**src/rtl/osc_meas_pkg.sv**
```systemverilog
`default_nettype none
// ============================================================================
// Module   : osc_meas_pkg
// Brief    : Shared types, defaults and helpers for the oscillator measurement
//            sequencer.
// Revision : 1.0 - initial release
// ============================================================================
package osc_meas_pkg;

    localparam int DEF_CNT_W    = 16;
    localparam int DEF_OUT_W    = 8;
    localparam int DEF_GSEL_MAX = 11;
    localparam int GATE_W       = 16;

    typedef enum logic [2:0] {
        IDLE   = 3'd0,
        CLEAR  = 3'd1,
        GATE   = 3'd2,
        SETTLE = 3'd3,
        REPORT = 3'd4
    } meas_state_t;

    // Gate length in clk cycles; callers clip gsel first so the shift never
    // leaves the 16-bit range.
    function automatic logic [GATE_W-1:0] gate_len(input logic [3:0] gsel);
        return 16'd16 << gsel;
    endfunction

    function automatic logic [7:0] sat8(input logic [31:0] x);
        return (x > 32'd255) ? 8'hFF : x[7:0];
    endfunction

endpackage
`default_nettype wire

```
**src/rtl/osc_gate_timer.sv**
```systemverilog
`default_nettype none
// ============================================================================
// Module   : osc_gate_timer
// Brief    : Loadable down-counter with a zero flag, times the counting gate.
// Revision : 1.0 - initial release
// ============================================================================
module osc_gate_timer #(
    parameter int WIDTH = 16
) (
    input  logic             clk,
    input  logic             rst,
    input  logic             i_load,
    input  logic [WIDTH-1:0] i_load_val,
    input  logic             i_dec,
    output logic             o_zero
);

    logic [WIDTH-1:0] r_count;

    always_ff @(posedge clk) begin
        if (rst) begin
            r_count <= '0;
        end else if (i_load) begin
            r_count <= i_load_val;
        end else if (i_dec) begin
            r_count <= r_count - 1'b1;
        end
    end

    assign o_zero = (r_count == '0);

endmodule
`default_nettype wire

```
**src/rtl/osc_meas_sequencer.sv**
```systemverilog
`default_nettype none
// ============================================================================
// Module   : osc_meas_sequencer
// Brief    : Clear/gate/settle/report sequencer for the edge-counter path with
//            saturated 8-bit result and valid/ready handoff.
//            Define MEAS_AVG_EN to average four gate passes per result.
// Revision : 1.0 - initial release
// ============================================================================
module osc_meas_sequencer
    import osc_meas_pkg::*;
#(
    parameter int CNT_W    = DEF_CNT_W,
    parameter int OUT_W    = DEF_OUT_W,
    parameter int GSEL_MAX = DEF_GSEL_MAX
) (
    input  logic             clk,
    input  logic             rst,
    input  logic             start,
    input  logic             continuous,
    input  logic [3:0]       gate_sel,
    output logic             cnt_clr,
    output logic             cnt_en,
    input  logic [CNT_W-1:0] cnt_val,
    input  logic             cnt_ovf,
    output logic [OUT_W-1:0] result,
    output logic             result_valid,
    input  logic             result_ready,
    output logic             overflow,
    output logic             busy
);

    localparam logic [3:0] c_gsel_max = 4'(GSEL_MAX);

    meas_state_t       r_state;
    meas_state_t       w_state_next;
    logic [3:0]        r_gsel;
    logic [3:0]        w_gsel_eff;
    logic [3:0]        w_gsel_cur;
    logic [GATE_W-1:0] w_gate_load;
    logic              w_timer_load;
    logic              w_timer_dec;
    logic              w_timer_zero;
    logic              w_last_pass;
    logic [OUT_W-1:0]  r_result;
    logic [OUT_W-1:0]  w_meas;
    logic              r_overflow;
    logic              w_meas_ovf;

    assign w_gsel_eff  = (gate_sel > c_gsel_max) ? c_gsel_max : gate_sel;
    // Gate length in force: fresh value while latching, held value otherwise.
    assign w_gsel_cur  = (r_state == CLEAR) ? w_gsel_eff : r_gsel;
    assign w_gate_load = gate_len(w_gsel_cur) - 1'b1;

    osc_gate_timer #(
        .WIDTH (GATE_W)
    ) u_gate_timer (
        .clk        (clk),
        .rst        (rst),
        .i_load     (w_timer_load),
        .i_load_val (w_gate_load),
        .i_dec      (w_timer_dec),
        .o_zero     (w_timer_zero)
    );

`ifdef MEAS_AVG_EN
    logic [1:0]  r_pass;
    logic [17:0] r_acc;
    logic [17:0] w_acc_sum;
    logic        r_ovf_any;
    logic        w_ovf_any;
    logic [15:0] w_avg;

    // Pass 0 restarts the accumulation, so no explicit clear is needed.
    assign w_acc_sum   = ((r_pass == 2'd0) ? 18'd0 : r_acc)
                       + (cnt_ovf ? 18'h0FFFF : 18'(cnt_val));
    assign w_ovf_any   = ((r_pass != 2'd0) && r_ovf_any) || cnt_ovf;
    assign w_avg       = 16'(w_acc_sum >> 2);
    assign w_last_pass = (r_pass == 2'd3);
    assign w_meas      = OUT_W'(sat8(32'(w_avg)));
    assign w_meas_ovf  = w_ovf_any || (w_avg > 16'd255);

    always_ff @(posedge clk) begin
        if (rst) begin
            r_pass    <= 2'd0;
            r_acc     <= 18'd0;
            r_ovf_any <= 1'b0;
        end else if (r_state == SETTLE) begin
            r_pass    <= r_pass + 2'd1;
            r_acc     <= w_acc_sum;
            r_ovf_any <= w_ovf_any;
        end
    end
`else
    assign w_last_pass = 1'b1;
    assign w_meas      = cnt_ovf ? '1 : OUT_W'(sat8(32'(cnt_val)));
    assign w_meas_ovf  = cnt_ovf || (32'(cnt_val) > 32'd255);
`endif

    always_comb begin
        w_state_next = r_state;
        w_timer_load = 1'b0;
        w_timer_dec  = 1'b0;
        case (r_state)
            IDLE: begin
                if (start) w_state_next = CLEAR;
            end
            CLEAR: begin
                w_timer_load = 1'b1;
                w_state_next = GATE;
            end
            GATE: begin
                w_timer_dec = 1'b1;
                if (w_timer_zero) w_state_next = SETTLE;
            end
            SETTLE: begin
                w_state_next = w_last_pass ? REPORT : CLEAR;
            end
            REPORT: begin
                if (result_ready) w_state_next = continuous ? CLEAR : IDLE;
            end
            default: begin
                w_state_next = IDLE;
            end
        endcase
    end

    always_ff @(posedge clk) begin
        if (rst) begin
            r_state    <= IDLE;
            r_gsel     <= 4'd0;
            r_result   <= '0;
            r_overflow <= 1'b0;
        end else begin
            r_state <= w_state_next;
            if (r_state == CLEAR) r_gsel <= w_gsel_eff;
            // Result is held across handshakes so the display never blanks.
            if ((r_state == SETTLE) && w_last_pass) begin
                r_result   <= w_meas;
                r_overflow <= w_meas_ovf;
            end
        end
    end

    assign cnt_clr      = (r_state == CLEAR);
    assign cnt_en       = (r_state == GATE);
    assign result_valid = (r_state == REPORT);
    assign busy         = (r_state != IDLE);
    assign result       = r_result;
    assign overflow     = r_overflow;

endmodule
`default_nettype wire

```
**config.mk**
```make
export PLATFORM = sky130hd
export DESIGN_NAME = osc_meas_sequencer
export DESIGN_NICKNAME = d
export VERILOG_FILES = /design/src/rtl/osc_meas_pkg.sv /design/src/rtl/osc_gate_timer.sv /design/src/rtl/osc_meas_sequencer.sv
export SDC_FILE = /design/constraint.sdc
export NUM_CORES = 1
export LEC_CHECK = 0
export CAP_MARGIN = 5
export CORE_ASPECT_RATIO = 1.5
export CORE_UTILIZATION = 25
export CTS_CLUSTER_DIAMETER = 150
export DETAILED_ROUTE_END_ITERATION = 6
export PLACE_DENSITY = 0.49
export RECOVER_POWER = 100
export SYNTH_ARGS = -nofsm -noshare
export SYNTH_HDL_FRONTEND = slang
export SYNTH_SLANG_ARGS = --single-unit
```
**constraint.sdc**
```tcl
create_clock -name clk -period 5 [get_ports clk]
set_input_delay 1 -clock clk [delete_from_list [all_inputs] [get_ports clk]]
set_output_delay 1 -clock clk [all_outputs]
set_load 0.01 [all_outputs]
```
# == After elaboration in Yosys (flattened, before gate mapping) ==
# Cells that the tools add are included.
# word_totals
regBits,32
in_bits,26
output_inout_bits,13
elab_cells,36
# op_classes
add_sub_neg,2
n_lt_le_gt_ge,2
eq_ne,7
n_shift,1
n_mux,13
n_reduce_logical,6
# op_table
op,count
$mux W16,2
$sub A16 B1 Y16 const B,2
$gt A16 B8 Y1 const B,1
$logic_not A16 Y1,1
$mux W8,2
$shl A5 B4 Y16 const A,1
$pmux W3 S5,1
$mux W3,3
$mux W4,2
$eq A3 B2 Y1 const B,2
$gt A4 B4 Y1 const B,1
$ne A2 B1 Y1 const B,2
$eq A3 B1 Y1 const B,1
$eq A3 B3 Y1 const B,1
$logic_not A3 Y1,1
$mux W1,3
$reduce_and A3 Y1,1
$reduce_bool A3 Y1,1
$ne A2 B2 Y1 const B,1
$reduce_bool A2 Y1,1
$logic_or A1 B1 Y1,1

# == Longest topological paths before layout ==
# logic_depth
word_depth,6
mapped_depth,12
depth_no_buf,8

# == By module ==
# Synthesis repeated with hierarchy kept, for this count alone.
# hier_totals
hier_cells,230
hier_area_um2,1883.1
# by_module_without_submodules
mod,n_inst,cells_per_inst,area_each_um2,seq_area_each_um2
osc_meas_sequencer,1,131,1002.2,320.3
osc_gate_timer,1,99,880.8,320.3

# == Worst setup path after synthesis ==
# Ideal clock, no wire load.
# synth_path
path_kind,register to register
startpoint,register r_state[1]
endpoint,register u_gate_timer.r_count[8]
setup_time_ps,118
t_arrival_ps,2427
t_required_ps,4882
slack_ps,2454
path_stages_with_launch,13
n_path_buf,5
synth_period_minus_slack_ps,2546
path_cell_list,dfxtp_1 > buf_2 > or3b_1 > buf_6 > clkbuf_1 > clkbuf_1 > nand2_1 > ha_1 > clkbuf_1 > o21ai_2 > or3_1 > a21oi_1 > nor3_1
# synth_via
elab_chain_len,5
word_cells_on_any_way,9
cone_classes,1 x add/sub; 2 x eq/ne; 1 x shift; 4 x mux; 1 x reduce/logical
# synth_rtl
item,line_no,text
start: declaration,osc_meas_sequencer.sv:34,meas_state_t r_state;
start signal: assignment,osc_meas_sequencer.sv:134,r_state <= w_state_next;
$eq A3 B1 Y1,"osc_meas_sequencer.sv:51, osc_meas_sequencer.sv:103",
$mux W4,-,
$shl A5 B4 Y16,osc_meas_pkg.sv:26,return 16'd16 << gsel;
$sub A16 B1 Y16,osc_meas_sequencer.sv:52,assign w_gate_load = gate_len(w_gsel_cur) - 1'b1;
$mux W16,osc_gate_timer.sv:23,end else if (i_load) begin
end signal: assignment,osc_gate_timer.sv:24,r_count <= i_load_val;
end signal: assignment,osc_gate_timer.sv:26,r_count <= r_count - 1'b1;
end: declaration,osc_gate_timer.sv:18,logic [WIDTH-1:0] r_count;
# Parallel ways exist; a longest one is shown, timed or not.
# A chain may end at the register's enable or synchronous reset.

# == Final worst setup path ==
# layout_path
startpoint,register r_state[1]
endpoint,output port cnt_clr
# layout_via
elab_chain_len,1
# layout_rtl
item,line_no,text
$eq A3 B1 Y1,osc_meas_sequencer.sv:144,assign cnt_clr = (r_state == CLEAR);
end: declaration,osc_meas_sequencer.sv:21,"output logic cnt_clr,"
# Every way passes these cells.

==> metrics.md <==
| Metric | Value |
|---|---|
| CTS hold repair buffers | `0` |
| Root Buffer | `clkbuf_8` |
| Antenna cells | `0` |
| Die Width | `69.5 um` |
| Peak Freq | `0.294 GHz` |
| DP HPWL | `3570 um` |
| Area of the mapped netlist | `0.00171 mm^2` |
| Clk_lat worst skew | `280 ps` |
| Setup ws final | `1600 ps` |
| FFs w/ async S/R, synth | `0%` |
| CP Class | `flop to primary output` |
| Total track usage | `14.6%` |
| First-pass GRT wire length | `8400 um` |
| Switch Pwr | `0.392 mW` |
| Largest net degree at the start of global routing | `34` |
| Power share of the sequential group | `35.3%` |
| DR pass1 iterations | `4` |
| Post-CTS setup buffer count | `0` |
| Synth Area in Simple Gates | `29.2%` |
| Status | `finished clean` |
| Critical-path top delay cell | `clkdlybuf4s50_1` |
| Vias in the first global route | `1700` |
| Deepest clock path buffer count | `2` |
| Final core utilization | `32.8%` |
| Dpl ws | `1950 ps` |
| Area delta synth->final | `25.4%` |
| Routed Antenna Nets | `0` |
| DRC | `0` |
| EDFF count, synth | `0` |
| Antenna violations before repair | `0` |
| Fin crit period | `3400 ps` |
| Syn_area_per_cell | `7.91 um^2` |
| Slew HR | `37.1%` |
| Pleak | `0.799 nW` |
| Synth Area in Compound Gates | `28.1%` |
| Mux share of post-synthesis cell area | `1.32%` |
| I/O pin count | `39` |
| Routability Congestion | `0.754` |
| CP Launch Type | `flop` |
| Sw frac | `43.1%` |
| R2R Path Start | `r_state[1]` |
| Period utilization | `67.9%` |
| Yosys top cell area share | `32.8%` |
| Dominant cells by area after synthesis | `dfxtp_1, o221a_2, nor2_1, a21oi_1, nor3_1` |
| Fin nets | `270` |
| Layout cells sized above 1 | `6.64%` |
| WP data arrival | `2400 ps` |
| Leading area contributor after synthesis | `dfxtp_1` |
| Cells after Synth | `216` |
| Initial Utilization | `26.1%` |
| Die Area | `0.00717 mm^2` |
| Max Slew Vio Count | `0` |
| CTS resizes | `0` |
| DRT iter0 DRCs | `51` |
| Min-Delay Path Class | `flop to flop` |
| Seq/Total Area, Yosys | `32.8%` |
| Most common cell in the netlist | `dfxtp_1` |
| Critical path cell sequence | `or3b_1, buf_4, clkinvlp_2, clkdlybuf4s50_1` |
| Num CTS Buffers | `3` |
| P_int | `0.517 mW` |
| DR WL/cell | `15.5 um` |
| GRT Residual Overflow | `0` |
| Final Setup Violations | `0` |
| CTS tree | `yes` |
| Die H | `103 um` |
| Max-cap violation count | `0` |
| Number of port buffers | `38` |
| Post-synthesis adder-cell area fraction | `0.733%` |
| Pwr per Cell Area | `424 mW/mm^2` |
| CTS Sinks | `28` |
| CP delay by family, top | `buffers and inverters` |
| Routed vias/inst | `5.52` |
| Origin of the worst setup path | `r_state[1]` |
| Setup Skew | `3.28 ps` |
| Worst endpoint required time | `4000 ps` |
| Post-synthesis cell type count | `54` |
| Combinational power share | `50.6%` |
| RSZ-0062 raised after global routing | `false` |
| Vias | `1749` |
| Yosys Warn Count | `0` |
| WL final | `4920 um` |
| Xor/xnor share of the synthesized area | `1.03%` |
| CP Buf/Inv Count | `3` |
| Finished Cell Area | `0.00214 mm^2` |
| Worst-Margin Slew | `933 ps` |
| Ys flop type | `dfxtp_1` |
| Row count | `36` |
| Largest family of logic cells by synthesized area | `simple AND/OR/NAND/NOR gates` |
| Net Count, Synth | `243` |
| Crit path capture type | `primary output` |
| H-tree depth | `1` |
| Final Hold Viols | `0` |
| Setup_tns | `0 ps` |
| Peak supply drop | `0.110 mV` |
| Core ar. | `0.00653 mm^2` |
| Clock power share | `14.2%` |
| CTS clock-pin slew for the worst setup and hold paths | `100 ps` |
| Placed Area | `0.00210 mm^2` |
| Crit path largest cell delay | `630 ps` |
| Commonest cells post-synth | `dfxtp_1, nor2_1, nand2_1` |
| Synth Register Bits | `28` |
| Worst-path fanout max | `33` |
| Hold Startpoint | `overflow` |
## power by group through the flow
stage	Sequential [mW]	Clock (mW)	Combinational, mW
6_report	0.320	0.129	0.459
5_1_grt	0.330	0.141	0.526
4_1_cts	0.320	0.132	0.470
3_5_place_dp	0.325	0	0.468
3_3_place_gp	0.325	0	0.467
2_1_floorplan	0.312	0	0.347
## state kept, by name, indices dropped and copies added, names as in the netlist
| register | flops |
|---|---|
| result | 8 |
| u_gate_timer.r_count | 16 |
| r_state | 3 |
| overflow | 1 |
## metal layers
layer	global-route usage (%)	vias up	wire length (um)
li1	-	874	-
met1	16.7	812	2080
met2	26.8	53	2450
met3	2.03	10	251
met4	6.75	0	139
met5	0	-	0
## worst paths after layout
kind / endpoint / slack (ps) / cells after the start
worst min register to register: overflow / 510 / 1
worst max-delay path: cnt_clr / 1600 / 4
worst max register to register: u_gate_timer.r_count[4] / 2030 / 7
worst min-delay path: overflow / 510 / 1
## per-stage QoR
step,power (mW),cells,hold slack (ps)
after floorplan,0.659,216,471
after global placement,0.792,314,490
after detailed placement,0.793,314,503
after CTS,0.923,317,519
after global routing,0.997,317,543
final,0.909,317,507
## cell families (layout without fill, tap and decap cells)
logic type               count (synthesis)  in the layout
AO/OA/AOI/OAI                           65             65
XOR/XNOR                                 2              2
adder cells (fa/ha/maj)                  1              1
buffers and inverters                   25             50
flip-flops                              28             28
multiplexers                             2              2
AND/OR/NAND/NOR                         93             93
## area by class of cell
class | count | area [um^2]
inverter | 8 | 31.3
tap | 76 | 95.1
timing repair buffer | 39 | 388
clock buffer | 3 | 41.3
multi-input combinational | 163 | 1030
sequential | 28 | 561
fill | 697 | 4390
## placed cells by master (no fill, tap or decap), types with 8 or more instances in the layout
| cell | n |
|---|---|
| a21oi_1 | 14 |
| clkdlybuf4s50_1 | 24 |
| dfxtp_1 | 28 |
| dlygate4sd3_1 | 14 |
| nand2_1 | 16 |
| nand3_1 | 8 |
| nor2_1 | 19 |
| nor3_1 | 13 |
| o21ai_0 | 10 |
| o221a_2 | 8 |
Note: power is estimated with default switching activity, not from simulation.
